$ cat src/rtl/soc_gpio_pkg.sv
// GPIO bank shared definitions: register offsets, access FSM encoding, strobe helper.
// Latency: n/a (declarations only).
// Backpressure: n/a.
package soc_gpio_pkg;

    // Word offsets within the 16-word GPIO window
    localparam logic [3:0] GPIO_OUT     = 4'd0;
    localparam logic [3:0] GPIO_OE      = 4'd1;
    localparam logic [3:0] GPIO_IN      = 4'd2;
    localparam logic [3:0] GPIO_SET     = 4'd3;
    localparam logic [3:0] GPIO_CLR     = 4'd4;
    localparam logic [3:0] GPIO_TGL     = 4'd5;
    localparam logic [3:0] GPIO_IRQ_EN  = 4'd6;
    localparam logic [3:0] GPIO_RISE_EN = 4'd7;
    localparam logic [3:0] GPIO_FALL_EN = 4'd8;
    localparam logic [3:0] GPIO_STATUS  = 4'd9;

    // Bus access FSM: IDLE accepts a select, ACK holds ready for one cycle
    typedef enum logic {
        ST_IDLE = 1'b0,
        ST_ACK  = 1'b1
    } gpio_state_t;

    // Expand byte strobes into a 32-bit bit mask
    function automatic logic [31:0] strb_mask(input logic [3:0] strb);
        return {{8{strb[3]}}, {8{strb[2]}}, {8{strb[1]}}, {8{strb[0]}}};
    endfunction

endpackage

$ cat src/rtl/gpio_sync.sv
// Multi-stage flop synchroniser for asynchronous pin inputs.
// Latency: STAGES clock edges from pin to q.
// Backpressure: none; free-running.
module gpio_sync #(
    parameter int WIDTH  = 8,
    parameter int STAGES = 2
) (
    input  logic             clk,
    input  logic             resetn,
    input  logic [WIDTH-1:0] d,
    output logic [WIDTH-1:0] q
);

    logic [WIDTH-1:0] stage_q [STAGES];

    // Shift pins through the synchroniser chain; all stages clear on reset
    always_ff @(posedge clk or negedge resetn) begin
        if (!resetn) begin
            for (int i = 0; i < STAGES; i++) begin
                stage_q[i] <= '0;
            end
        end else begin
            stage_q[0] <= d;
            for (int i = 1; i < STAGES; i++) begin
                stage_q[i] <= stage_q[i-1];
            end
        end
    end

    assign q = stage_q[STAGES-1];

endmodule

$ cat src/rtl/soc_gpio_bank.sv
// GPIO register bank on the PicoRV32 native bus: OUT/OE/IN, set/clr/tgl aliases, edge interrupts.
// Latency: one cycle; select sampled at edge k, ready and rdata valid for cycle k..k+1.
// Backpressure: none; every select completes with a single ready pulse, selects during ACK are ignored.
module soc_gpio_bank
    import soc_gpio_pkg::*;
#(
    parameter int               WIDTH       = 8,
    parameter logic [WIDTH-1:0] RESET_OUT   = '0,
    parameter logic [WIDTH-1:0] RESET_OE    = '1,
    parameter int               SYNC_STAGES = 2
) (
    input  logic             clk,
    input  logic             resetn,
    input  logic             sel,
    input  logic [3:0]       addr,
    input  logic [3:0]       wstrb,
    input  logic [31:0]      wdata,
    output logic [31:0]      rdata,
    output logic             ready,
    input  logic [WIDTH-1:0] gpio_i,
    output logic [WIDTH-1:0] gpio_o,
    output logic [WIDTH-1:0] gpio_oe,
    output logic             irq
);

    gpio_state_t      state_q;
    gpio_state_t      state_nxt;

    logic [WIDTH-1:0] out_q;
    logic [WIDTH-1:0] oe_q;
    logic [WIDTH-1:0] irq_en_q;
    logic [WIDTH-1:0] rise_en_q;
    logic [WIDTH-1:0] fall_en_q;
    logic [WIDTH-1:0] status_q;
    logic [WIDTH-1:0] pin_s;
    logic [WIDTH-1:0] pin_p_q;
    logic [31:0]      rdata_q;

    logic [31:0]      lane_mask;
    logic [31:0]      wdata_masked;
    logic [WIDTH-1:0] wr_mask;
    logic [WIDTH-1:0] wr_dat;
    logic             unused_hi_bits;

    logic             take;
    logic             wr;
    logic [WIDTH-1:0] out_nxt;
    logic [WIDTH-1:0] w1c;
    logic [WIDTH-1:0] edge_ev;
    logic [WIDTH-1:0] rd_pins;
    logic [31:0]      rd_val;

    gpio_sync #(
        .WIDTH  (WIDTH),
        .STAGES (SYNC_STAGES)
    ) u_sync (
        .clk    (clk),
        .resetn (resetn),
        .d      (gpio_i),
        .q      (pin_s)
    );

    // Only bytes with their strobe set carry data; bits above WIDTH are dropped
    assign lane_mask      = strb_mask(wstrb);
    assign wdata_masked   = wdata & lane_mask;
    assign wr_mask        = lane_mask[WIDTH-1:0];
    assign wr_dat         = wdata_masked[WIDTH-1:0];
    assign unused_hi_bits = ^{lane_mask, wdata_masked};

    // A select is only accepted in IDLE; zero strobes mean a read
    assign take = (state_q == ST_IDLE) && sel;
    assign wr   = take && (wstrb != 4'b0000);

    // FSM state register
    always_ff @(posedge clk or negedge resetn) begin
        if (!resetn) begin
            state_q <= ST_IDLE;
        end else begin
            state_q <= state_nxt;
        end
    end

    // FSM next state: IDLE -> ACK on select, ACK always returns to IDLE
    always_comb begin
        state_nxt = state_q;
        case (state_q)
            ST_IDLE: if (sel) state_nxt = ST_ACK;
            ST_ACK:  state_nxt = ST_IDLE;
            default: state_nxt = ST_IDLE;
        endcase
    end

    // FSM outputs: ready is decoded from registered state, rdata is the latched read value
    always_comb begin
        ready = (state_q == ST_ACK);
        rdata = rdata_q;
    end

    // Next OUT value from plain write or the atomic set/clear/toggle aliases
    always_comb begin
        out_nxt = out_q;
        if (wr) begin
            case (addr)
                GPIO_OUT: out_nxt = (out_q & ~wr_mask) | wr_dat;
                GPIO_SET: out_nxt = out_q | wr_dat;
                GPIO_CLR: out_nxt = out_q & ~wr_dat;
                GPIO_TGL: out_nxt = out_q ^ wr_dat;
                default:  out_nxt = out_q;
            endcase
        end
    end

    // Pin drive registers: OUT and OE
    always_ff @(posedge clk or negedge resetn) begin
        if (!resetn) begin
            out_q <= RESET_OUT;
            oe_q  <= RESET_OE;
        end else begin
            out_q <= out_nxt;
            if (wr && addr == GPIO_OE) begin
                oe_q <= (oe_q & ~wr_mask) | wr_dat;
            end
        end
    end

    // Interrupt and edge enable registers
    always_ff @(posedge clk or negedge resetn) begin
        if (!resetn) begin
            irq_en_q  <= '0;
            rise_en_q <= '0;
            fall_en_q <= '0;
        end else if (wr) begin
            if (addr == GPIO_IRQ_EN)  irq_en_q  <= (irq_en_q  & ~wr_mask) | wr_dat;
            if (addr == GPIO_RISE_EN) rise_en_q <= (rise_en_q & ~wr_mask) | wr_dat;
            if (addr == GPIO_FALL_EN) fall_en_q <= (fall_en_q & ~wr_mask) | wr_dat;
        end
    end

    // Enabled edges on the synchronised pins; a same-cycle event beats a W1C
    assign edge_ev = (pin_s & ~pin_p_q & rise_en_q) | (~pin_s & pin_p_q & fall_en_q);
    assign w1c     = (wr && addr == GPIO_STATUS) ? wr_dat : '0;

    // Previous-cycle pin sample and sticky edge status
    always_ff @(posedge clk or negedge resetn) begin
        if (!resetn) begin
            pin_p_q  <= '0;
            status_q <= '0;
        end else begin
            pin_p_q  <= pin_s;
            status_q <= (status_q & ~w1c) | edge_ev;
        end
    end

    // Read mux over pre-edge register values, zero-extended to the bus width
    always_comb begin
        rd_pins = '0;
        case (addr)
            GPIO_OUT:     rd_pins = out_q;
            GPIO_OE:      rd_pins = oe_q;
            GPIO_IN:      rd_pins = pin_s;
            GPIO_IRQ_EN:  rd_pins = irq_en_q;
            GPIO_RISE_EN: rd_pins = rise_en_q;
            GPIO_FALL_EN: rd_pins = fall_en_q;
            GPIO_STATUS:  rd_pins = status_q;
            default:      rd_pins = '0;
        endcase
        rd_val              = '0;
        rd_val[WIDTH-1:0]   = rd_pins;
    end

    // Read data is held only for the ACK cycle and is zero otherwise
    always_ff @(posedge clk or negedge resetn) begin
        if (!resetn) begin
            rdata_q <= '0;
        end else if (take && !wr) begin
            rdata_q <= rd_val;
        end else begin
            rdata_q <= '0;
        end
    end

    assign gpio_o  = out_q;
    assign gpio_oe = oe_q;
    assign irq     = |(status_q & irq_en_q);

endmodule

$ cat config.mk
export PLATFORM = sky130hd
export DESIGN_NAME = soc_gpio_bank
export DESIGN_NICKNAME = d
export VERILOG_FILES = /design/src/rtl/soc_gpio_pkg.sv /design/src/rtl/gpio_sync.sv /design/src/rtl/soc_gpio_bank.sv
export SDC_FILE = /design/constraint.sdc
export NUM_CORES = 1
export LEC_CHECK = 0
export ABC_AREA = 1
export CORE_ASPECT_RATIO = 0.7
export CORE_UTILIZATION = 42
export CTS_CLUSTER_SIZE = 10
export DETAILED_ROUTE_END_ITERATION = 10
export PLACE_DENSITY = 0.72
export SLEW_MARGIN = 10
export SYNTH_ARGS = -nofsm -noshare
export SYNTH_HDL_FRONTEND = slang
export SYNTH_SLANG_ARGS = --single-unit
export TNS_END_PERCENT = 30
$ cat constraint.sdc
create_clock -name clk -period 3.87 [get_ports clk]
set_input_delay 1.161 -clock clk [delete_from_list [all_inputs] [get_ports clk]]
set_output_delay 1.161 -clock clk [all_outputs]
set_load 0.05 [all_outputs]
After elaboration in Yosys (flattened, before gate mapping)

Cells that the tools add are included.

Eq/ne operators: 9
Bitwise logic cells: 28
Reduce and logical (&&, ||, !) cells: 14
Mux-type cells: 6

Operators with widths:

| operator                                                        | count |
|---|---|
| 8-bit bitwise AND                                               | 13 |
| 8-bit bitwise OR                                                | 8 |
| 8-bit one-hot mux with 7 select lines                           | 1 |
| 8-bit NOT                                                       | 5 |
| 8-bit one-hot mux with 4 select lines                           | 1 |
| 4-bit by 3-bit == test with 1-bit output, second input constant | 4 |
| 8-bit 2-to-1 mux                                                | 2 |
| 4-bit by 2-bit == test with 1-bit output, second input constant | 2 |
| 4-bit == test, second input constant                            | 2 |
| 2-bit AND reduction                                             | 4 |
| 4-bit nonzero test                                              | 2 |
| 8-bit OR reduction                                              | 1 |
| 8-bit XOR                                                       | 1 |
| 1-bit logical AND                                               | 5 |
| 4-bit by 1-bit == test with 1-bit output, second input constant | 1 |
| 4-bit zero test                                                 | 1 |
| 1-bit one-hot mux with 2 select lines                           | 1 |
| 1-bit zero test                                                 | 1 |
| 1-bit 2-to-1 mux                                                | 1 |
| 1-bit NOT                                                       | 1 |

Output and inout port bits: 50
Bits of input ports: 51
Flip-flop bits (word level): 105
Word-level logic and storage cells: 68

Logic depth before layout (Yosys ltp)

Depth after elaboration: 8
Mapped depth: 9
Gate-level depth less buffers: 8

Hierarchy

Synthesis repeated with hierarchy kept, for this count alone.

Cell total of the unflattened synthesis: 499
Area total of the unflattened synthesis: 4,068.9 sq um

By module, submodules not included:

| module        | cells each | sequential area each (sq um) | area each (sq um) | instances |
|---|---|---|---|---|
| soc_gpio_bank | 475        | 1,636.6                      | 3,608.5           | 1 |
| gpio_sync     | 24         | 400.4                        | 460.4             | 1 |

Worst setup path after synthesis

No wires, ideal clock.

Kind: input to register
Start: input port wstrb[0]
End: register out_q[1] (netlist: gpio_o[1])
Data arrival time: 2.179 ns
Slack: 1.571 ns
Setup time: 0.120 ns
Buffers on the path: 2
Required time: 3.750 ns
Cell stages on the path: 9
Cell sequence: buf_4 > clkbuf_1 > nand2_1 > ha_1 > inv_1 > nand2_1 > nand3_1 > nand2_1 > nand2_1

Word-level cells in the longest chain between the ends: 4
Elaborated cells between the ends (all ways): 12
Classes of those cells: mux (1); bitwise (8); reduce/logical (3)

Ends and longest elaborated chain:

| what                                                  | RTL line                                   | text |
|---|---|---|
| start: declaration                                    | soc_gpio_bank.sv:16                        | `input logic [3:0] wstrb,` |
| 8-bit bitwise AND or 8-bit NOT (tied branches)        | soc_gpio_bank.sv:65, soc_gpio_bank.sv:104  |  |
| 8-bit NOT or 8-bit bitwise AND (tied branches)        | soc_gpio_bank.sv:106, soc_gpio_bank.sv:104 |  |
| 8-bit bitwise AND or 8-bit bitwise OR (tied branches) | soc_gpio_bank.sv:106, soc_gpio_bank.sv:104 |  |
| 8-bit one-hot mux with 4 select lines                 | soc_gpio_bank.sv:103                       | `case (addr)` |
| end signal: assignment                                | soc_gpio_bank.sv:119                       | `out_q <= out_nxt;` |
| end: declaration                                      | soc_gpio_bank.sv:29                        | `logic [WIDTH-1:0] out_q;` |

Several ways; a longest one is shown, not always the timed one.
A chain may end at the register's enable or synchronous reset.

==> flow_summary_export.csv <==
group,metric,value,unit
floorplan,core,9330,µm²
floorplan,ios,101,
floorplan,die_h,85.2,µm
timing,drv_slew,0,
cts,insertion_delay,340,ps
cts,cts_made_buffers,9,
setup_path,crit_path_cell_trace,"nand2_1 -> nand2_1 -> a221oi_1 -> nand2_1 -> clkdlybuf4s50_1",
detailed_routing,met1Wirelength,4.33,mm
worst_hold_path,hp-start,"u_sync.stage_q[13]",
detailed_routing,routed_via_density,5.18,
setup_path,arrival,2040,ps
synth,synth_area,4160,µm²
timing,fin_crit,3210,ps
synth,yosys_warnings,0,
setup_path,worstPathRequired,2710,ps
run_status,outcome,"complete, no violations",
power_and_ir_drop,p_per_area,500,nW/µm²
layout,drive_gt1_frac,0.114,
floorplan,floorplan.die.width,121,µm
grt,grt_pass1_wl,16.0,mm
setup_path,timing.critical_path.mode_cell,"nand2_1",
grt,grt_use_total,0.205,
timing,fin_setup_tns,0,ps
grt,grt_overflow,0,
setup_path,end_kind,"primary output",
detailed_routing,wl_met2,4.58,mm
flow_run,cap_violations,0,
power_and_ir_drop,p_leak,0.00233,µW
layout,antennaDiodeCount,0,
floorplan,start_util,0.446,
timing,relSlewSlack,0.327,
cts,holdBufCountCts,0,
timing,hold_viol,0,
setup_path,timing.rr.start,"ready",
setup_path,critical_path.max_stage_delay,720,ps
synth,synth_top_area_cell,"dfrtp_1",
cts,cts.clk_slew.worst_paths,60,ps
setup_path,crit_fanout,3,
grt,grt_pass1_vias,3251,
placed_design,place_hpwl,6.91,mm
setup_path,criticalPathCategory,"reg2out",
timing,finalSetupViolCount,0,
synth,yosys-top-cells-area,"dfrtp_1 (44%), nand2_1 (12%), nand3_1 (7.2%)",
setup_path,critPathBufInv,1,
timing,clock_skew,4.35,ps
cts,cts_resized,0,
setup_path,r2r_slack,2370,ps
synth,synth.distinct_cells,29,
synth,syn_area_per_cell,8.55,µm²
grt,grt_max_degree,82,
synth,synth_top_cell_area_share,0.440,
synth,synthCells,486,
detailed_routing,wl_met3,806,µm
cts,cts-root-buf,"clkbuf_16",
synth,ys_ff_latch,81,
synth,ys.flop_type,"dfrtp_1",
layout,fin_nets,598,
floorplan,die_area,10300,µm²
cts,cts_tree,"done",
detailed_routing,firstDrtPassIters,5,
cts,h-tree-depth,3,
grt,antenna_found_initial,0,
setup_path,crit_family,"buffers and inverters",
detailed_routing,num_vias,3460,
placed_design,placed_cell_area,4660,µm²
detailed_routing,drt-total-wl,9.93,mm
cts,cts_setup_buffers,0,
timing,rsz0062_at_grt,"false",
floorplan,rows,29,
detailed_routing,drt_iter0_drc,329,
power_and_ir_drop,vdd_drop_max,269,µV
detailed_routing,ant_nets,0,
placed_design,portBuffers,52,
timing,fmax,312,MHz
detailed_routing,drc,0,
layout,fillerInstances,843,
timing,hold_slack,346,ps
cts,cts.path.max_buffers,2,
placed_design,gp_congestion,0.869,
timing,finalCritPeriodShare,0.828,
layout,stdcell_area,4950,µm²
layout,area_growth,19.2,%
worst_hold_path,hold_path.class,"reg2reg",
synth,synth_seq_area_share,0.490,
timing,tightest_slew,1010,ps
cts,cts_sinks,81,
detailed_routing,highest_layer,"met4",
setup_path,worst_setup_path_start_kind,"register",
synth,synth_edf_count,0,
synth,async_flop_share,1.00,
detailed_routing,routedWlPerCell,14.9,µm
setup_path,cp_slowest_cell,"clkdlybuf4s50_1",
[layout make-up]
class	instances	area (µm²)	area share
sequential	81	2040	0.411
multi-input combinational	348	1750	0.354
timing repair buffer	56	548	0.111
clock buffer	15	288	0.0581
inverter	43	164	0.0331
tap	124	155	0.0313
clock inverter	1	7.51	0.00152
[stage by stage]
| step | cells | setup WS [ps] | power, µW | utilization |
|---|---|---|---|---|
| CTS | 668 | 654 | 2490 | 0.531 |
| global placement | 652 | 713 | 1640 | 0.499 |
| global route | 668 | 529 | 2590 | 0.531 |
| detailed placement | 652 | 720 | 1660 | 0.499 |
| floorplan | 509 | 1570 | 1470 | - |
| finish | 668 | 664 | 2470 | 0.531 |
[worst reg2reg max path, stage by stage, from the launching register on]
cell and delay [ps]:
dfrtp_1 370, inv_1 70, nand3_1 160, inv_1 240
nand3_2 320, nand2_1 150, o21ai_1 70
[where the power goes]
group          total [µW]  switching [µW]  internal, µW
clock network         828             323           505
logic                 588             398           189
registers            1060            96.1           962
total                2470             817          1660
[cells by family after synthesis]
kind of cell,synth area share
AND/OR/NAND/NOR,0.295
flip-flops,0.490
buffers and inverters,0.109
AO/OA/AOI/OAI,0.0810
adder cells (fa/ha/maj),0.0241
other,0.000902
[path summary, 6_finish.rpt]
| path | to | cells past startpoint |
|---|---|---|
| max in group asynchronous | u_sync.q[1] | 1 |
| worst min-delay path | u_sync.q[5] | 0 |
| worst min register to register | u_sync.q[5] | 0 |
| worst max-delay path | irq | 5 |
| worst max register to register | register | 6 |
| min in group asynchronous | u_sync.stage_q[14] | 1 |
[cells in the final DEF, fill, tap and decap left out, types with 8 or more instances in the layout]
master and count:
nor2_1 35, clkbuf_16 9, o21ai_0 22, nand2_1 133
nand3_1 60, clkdlybuf4s50_1 51, dfstp_2 8, nor2_4 8
inv_1 39, ha_1 8, o21ai_1 11, conb_1 24
a21oi_1 15, dfrtp_1 73
[Yosys cell counts (8+ instances only)]
cell type,instances
nor2_1,35
dfstp_2,8
dfrtp_1,73
nand3_1,60
o21ai_1,11
o21ai_0,22
inv_1,39
ha_1,8
a21oi_1,15
buf_4,27
nand2_1,133
nor2_4,8
[metal layers]
metal / vias to the layer above / GRT usage
met3: 25 / 0.0544
li1: 1628 / -
met5: - / 0
met1: 1629 / 0.271
met2: 178 / 0.316
met4: 0 / 0.0943
Power figures use the tool's default switching activity.
